## src/rtl/encoder_scan.sv

```systemverilog
`default_nettype none
// ============================================================================
// Module   : encoder_scan
// Function : Sequential priority encoder; emits every set index of a captured
//            request vector, one per valid/ready transfer, plus its popcount.
// Revision : 1.0 - initial release
// ============================================================================
module encoder_scan #(
   parameter int N         = 8,
   parameter int W         = $clog2(N),
   parameter bit MSB_FIRST = 1'b1
) (
   input  logic                   iClk,
   input  logic                   iRst,
   input  logic [N-1:0]           iData,
   input  logic                   iLoad,
   input  logic                   iReady,
   output logic [W-1:0]           oData,
   output logic                   oValid,
   output logic                   oBusy,
   output logic [$clog2(N+1)-1:0] oCount,
   output logic                   oNone,
   output logic                   oDone
);

   localparam int CW = $clog2(N+1);

   typedef enum logic [0:0] {
      IDLE = 1'b0,
      SCAN = 1'b1
   } state_t;

   state_t          r_state,   w_stateNext;
   logic [N-1:0]    r_pending, w_pendingNext;
   logic [CW-1:0]   r_count,   w_countNext;
   logic            r_none,    w_noneNext;
   logic            r_done,    w_doneNext;
   logic [W-1:0]    w_topIdx;
   logic [N-1:0]    w_pendingClr;

   function automatic logic [CW-1:0] popCount(input logic [N-1:0] v);
      logic [CW-1:0] c;
      c = '0;
      for (int i = 0; i < N; i++) c = c + CW'(v[i]);
      return c;
   endfunction

   // Later loop iterations overwrite earlier ones, so the scan direction
   // decides which set bit wins.
   generate
      if (MSB_FIRST) begin : g_msbFirst
         always_comb begin
            w_topIdx = '0;
            for (int i = 0; i < N; i++) if (r_pending[i]) w_topIdx = W'(i);
         end
      end else begin : g_lsbFirst
         always_comb begin
            w_topIdx = '0;
            for (int i = N-1; i >= 0; i--) if (r_pending[i]) w_topIdx = W'(i);
         end
      end
   endgenerate

   assign w_pendingClr = r_pending & ~(N'(1) << w_topIdx);

   always_ff @(posedge iClk or posedge iRst) begin
      if (iRst) begin
         r_state   <= IDLE;
         r_pending <= '0;
         r_count   <= '0;
         r_none    <= 1'b0;
         r_done    <= 1'b0;
      end else begin
         r_state   <= w_stateNext;
         r_pending <= w_pendingNext;
         r_count   <= w_countNext;
         r_none    <= w_noneNext;
         r_done    <= w_doneNext;
      end
   end

   always_comb begin
      w_stateNext   = r_state;
      w_pendingNext = r_pending;
      w_countNext   = r_count;
      w_noneNext    = 1'b0;
      w_doneNext    = 1'b0;
      case (r_state)
         IDLE: begin
            if (iLoad) begin
               if (|iData) begin
                  w_pendingNext = iData;
                  w_countNext   = popCount(iData);
                  w_stateNext   = SCAN;
               end else begin
                  w_countNext = '0;
                  w_noneNext  = 1'b1;
               end
            end
         end
         SCAN: begin
            // Loads are deliberately not examined here: they are dropped.
            if (iReady) begin
               w_pendingNext = w_pendingClr;
               if (w_pendingClr == '0) begin
                  w_stateNext = IDLE;
                  w_doneNext  = 1'b1;
               end
            end
         end
         default: w_stateNext = IDLE;
      endcase
   end

   assign oValid = (r_state == SCAN);
   assign oBusy  = (r_state == SCAN);
   assign oData  = (r_state == SCAN) ? w_topIdx : '0;
   assign oCount = r_count;
   assign oNone  = r_none;
   assign oDone  = r_done;

endmodule
`default_nettype wire

```

## config.mk

```make
export PLATFORM = sky130hd
export DESIGN_NAME = encoder_scan
export DESIGN_NICKNAME = d
export VERILOG_FILES = /design/src/rtl/encoder_scan.sv
export SDC_FILE = /design/constraint.sdc
export NUM_CORES = 1
export LEC_CHECK = 0
export ABC_AREA = 1
export BUFFER_PORTS_ARGS = -buffer_cell sky130_fd_sc_hd__buf_2
export CAP_MARGIN = 5
export CORE_MARGIN = 1.5
export CORE_UTILIZATION = 50
export DETAILED_ROUTE_END_ITERATION = 8
export PLACE_DENSITY_LB_ADDON = 0.08
export SYNTH_ARGS = -nofsm -noshare
export SYNTH_HDL_FRONTEND = slang
export SYNTH_SLANG_ARGS = --single-unit
```

## constraint.sdc

```tcl
create_clock -name iClk -period 3.24 [get_ports iClk]
set_clock_uncertainty 0.15 [all_clocks]
set_input_delay 0 -clock iClk [delete_from_list [all_inputs] [get_ports iClk]]
set_output_delay 0 -clock iClk [all_outputs]
set_load 0.005 [all_outputs]
```

==> impl_metrics.ini <==
[floorplanning]
core_area_um2 = 1982
row_count = 16
die-area_um2 = 2418
die_y_um = 49.18
io_pins = 23
start_util = 0.5379
die_w_um = 49.18

[placement]
place_congestion = 0.7971
dpl_cell_area_um2 = 1176
io_buffers = 22
detailed_place_hpwl_um = 1784
pre_cts_ws_ps = 394.9

[timing]
fmax_ghz = 0.3447
grt_setup_unrepaired = no
setup_viol = 0
fin_ws_ps = 339.3
slew_headroom = 0.6037
finalCritPeriodShare = 0.8953
final.setup.tns_ps = 0
finalCriticalPeriod_ps = 2901
tightest_slew_ps = 593.8
hold_viol_final = 0
drv_slew = 0

[synth]
netlist_area_um2 = 1066
syn-num-nets = 151
ys_warn_count = 0
yosysUniqueCellTypes = 26
synth_area_per_cell_um2 = 8.138
synth_seq_area_share = 0.3521
ys_ff_latch = 15
synth_cells = 131

[cts]
cts_root_buf = clkbuf_4
htreeDepth = 1
cts_tree = done
cts-buffers-inserted = 3
clockBufferDepth = 2
clk_pin_slew_worst_paths_ps = 100
clock_sinks = 15
cts_setup_buffers = 0
clk_latency_ps = 300

[run_status]
status = completed

[drt]
viasPerCell = 5.063
vias = 967
post_drt_wl_per_cell_um = 12.88
post-route-drc-count = 0
firstDrtPassIters = 4
postRouteAntennaNets = 0
drt-total-wl_um = 2461
first_iter_violations = 10

[global_routing]
grt_overflow = 0
grtUsageTotal = 0.2294
grt_pass1_wl_um = 4195
grt_pass1_vias = 962
antenna_found_initial = 0
grt_max_degree = 16

[hold_path]
min_path_type = in2reg

[layout]
final_layout_size_suffix_gt1_frac = 0.2378
nFillCells = 159
diodes = 0
final_area_um2 = 1336
nNetsFinal = 185
area_growth_pct = 25.35

[critical_path]
crit_arrival_ps = 2950
crit_type = in2reg
crit_required_ps = 3290
end_kind = register
cp-start-kind = input port
path_max_fanout = 3

[job]
maxCapViolCount = 0

[power]
pwr_density_cell_nw_per_um2 = 733.5
p_leak_nw = 0.7419
vdd_drop_max_uv = 480.1
==> worst max-delay path: stages <==
cell	delay, ps
dlymetal6s4s_1	280
fa_1	560
inv_1	60
fa_1	480
fa_1	560
inv_1	50
ha_1	280
nand3_1	80
dlygate4sd3_1	550
nand2_1	50
==> sequential cells by signal, summed over array words and instances, names as in the netlist <==
| register | count |
|---|---|
| oNone | 1 |
| oCount | 4 |
| oDone | 1 |
| oBusy | 1 |
| r_pending | 8 |
==> layout by cell type (no fill, tap or decap) <==
cell            Yosys  layout
a31oi_2             2       2
nor2_1             14      14
dlygate4sd3_1       0      11
inv_1              21      21
clkbuf_4            0       3
inv_2               1       1
nand3_1             9       9
nand4_2             1       1
o22ai_2             3       3
fa_1                4       4
nor2_4              1       1
nand2_2             1       1
nand2_4             3       3
ha_1                4       4
buf_2               0      19
nand4_1             1       1
nor3_2              1       1
o22ai_1             1       1
dfrtp_1            15      15
dlymetal6s4s_1      0       3
clkinv_2            1       2
a21oi_1             3       3
nand2_1            29      29
nor2_2              2       2
a31oi_1             2       2
xnor2_1             1       1
o21ai_0             7       7
==> cell type report <==
type	count	area (um2)	share of cell area
sequential	15	375.4	0.2809
multi-input combinational	89	569.3	0.4260
timing repair buffer	33	242.7	0.1816
inverter	23	87.58	0.06554
tap	27	33.78	0.02528
clock inverter	1	5.005	0.003745
clock buffer	3	22.52	0.01685
==> synthesized netlist by cell type <==
library cell | instances | area, um2
nand2_1 | 29 | 108.9
inv_1 | 21 | 78.83
dfrtp_1 | 15 | 375.4
nor2_1 | 14 | 52.55
nand3_1 | 9 | 45.04
o21ai_0 | 7 | 35.03
fa_1 | 4 | 80.08
ha_1 | 4 | 50.05
a21oi_1 | 3 | 15.01
nand2_4 | 3 | 33.78
o22ai_2 | 3 | 37.54
a31oi_1 | 2 | 12.51
a31oi_2 | 2 | 25.02
buf_6 | 2 | 22.52
nor2_2 | 2 | 12.51
buf_4 | 1 | 7.510
clkbuf_1 | 1 | 3.750
clkinv_2 | 1 | 5.000
inv_2 | 1 | 3.750
nand2_2 | 1 | 6.260
nand4_1 | 1 | 6.260
nand4_2 | 1 | 12.51
nor2_4 | 1 | 11.26
nor3_2 | 1 | 10.01
o22ai_1 | 1 | 6.260
xnor2_1 | 1 | 8.760
==> layer usage <==
layer	track usage	routed length (um)	share of wire
met1	0.3051	1149	0.47
met2	0.3806	1155	0.47
met3	0.03067	109	0.044
met4	0.08571	46	0.019
met5	0	0	0
==> where the power goes <==
part	switching [mW]	total [mW]	internal [mW]
Combinational	0.312	0.540	0.228
Clock	0.0696	0.116	0.0460
Sequential	0.0664	0.325	0.258
Total	0.448	0.980	0.532
==> final timing paths <==
kind | start | end | slack (ps) | depth (start not counted)
min reg2reg | oCount[3] | oCount[3] | 350 | 2
min in group asynchronous | iRst | oNone | 150 | 3
max in group asynchronous | iRst | r_pending[2] | 2400 | 3
max reg2reg | oBusy | oCount[0] | 1210 | 6
min | iData[1] | r_pending[1] | 30 | 3
max | iData[0] | oCount[0] | 340 | 10
==> repair_timing <==
item | CTS | global route
setup endpoints to repair | 0 | 1
hold buffers | 14 | 0
endpoints found under the hold margin | 29 | 0
resized for setup | 0 | 3
==> cell families (layout without fill, tap and decap cells) <==
kind of cell | after synthesis | count (layout) | share of synthesized area
buf+inv | 27 | 60 | 0.1138
compound gates | 18 | 18 | 0.1232
flops | 15 | 15 | 0.3521
xor+xnor | 1 | 1 | 0.008217
simple gates | 62 | 62 | 0.2805
fa+ha+maj | 8 | 8 | 0.1221
==> through the flow <==
stage                 util  power (mW)  hold slack (ps)  cells
finish              0.6742      0.9801            29.68    191
global route        0.6742       1.067            72.31    191
CTS                 0.6780      0.9750            25.63    194
detailed placement  0.5934      0.8500           -42.90    176
global placement    0.5934      0.8361           -72.46    176
floorplan                -      0.7215           -248.5    131
(Power assumes the default switching activity.)
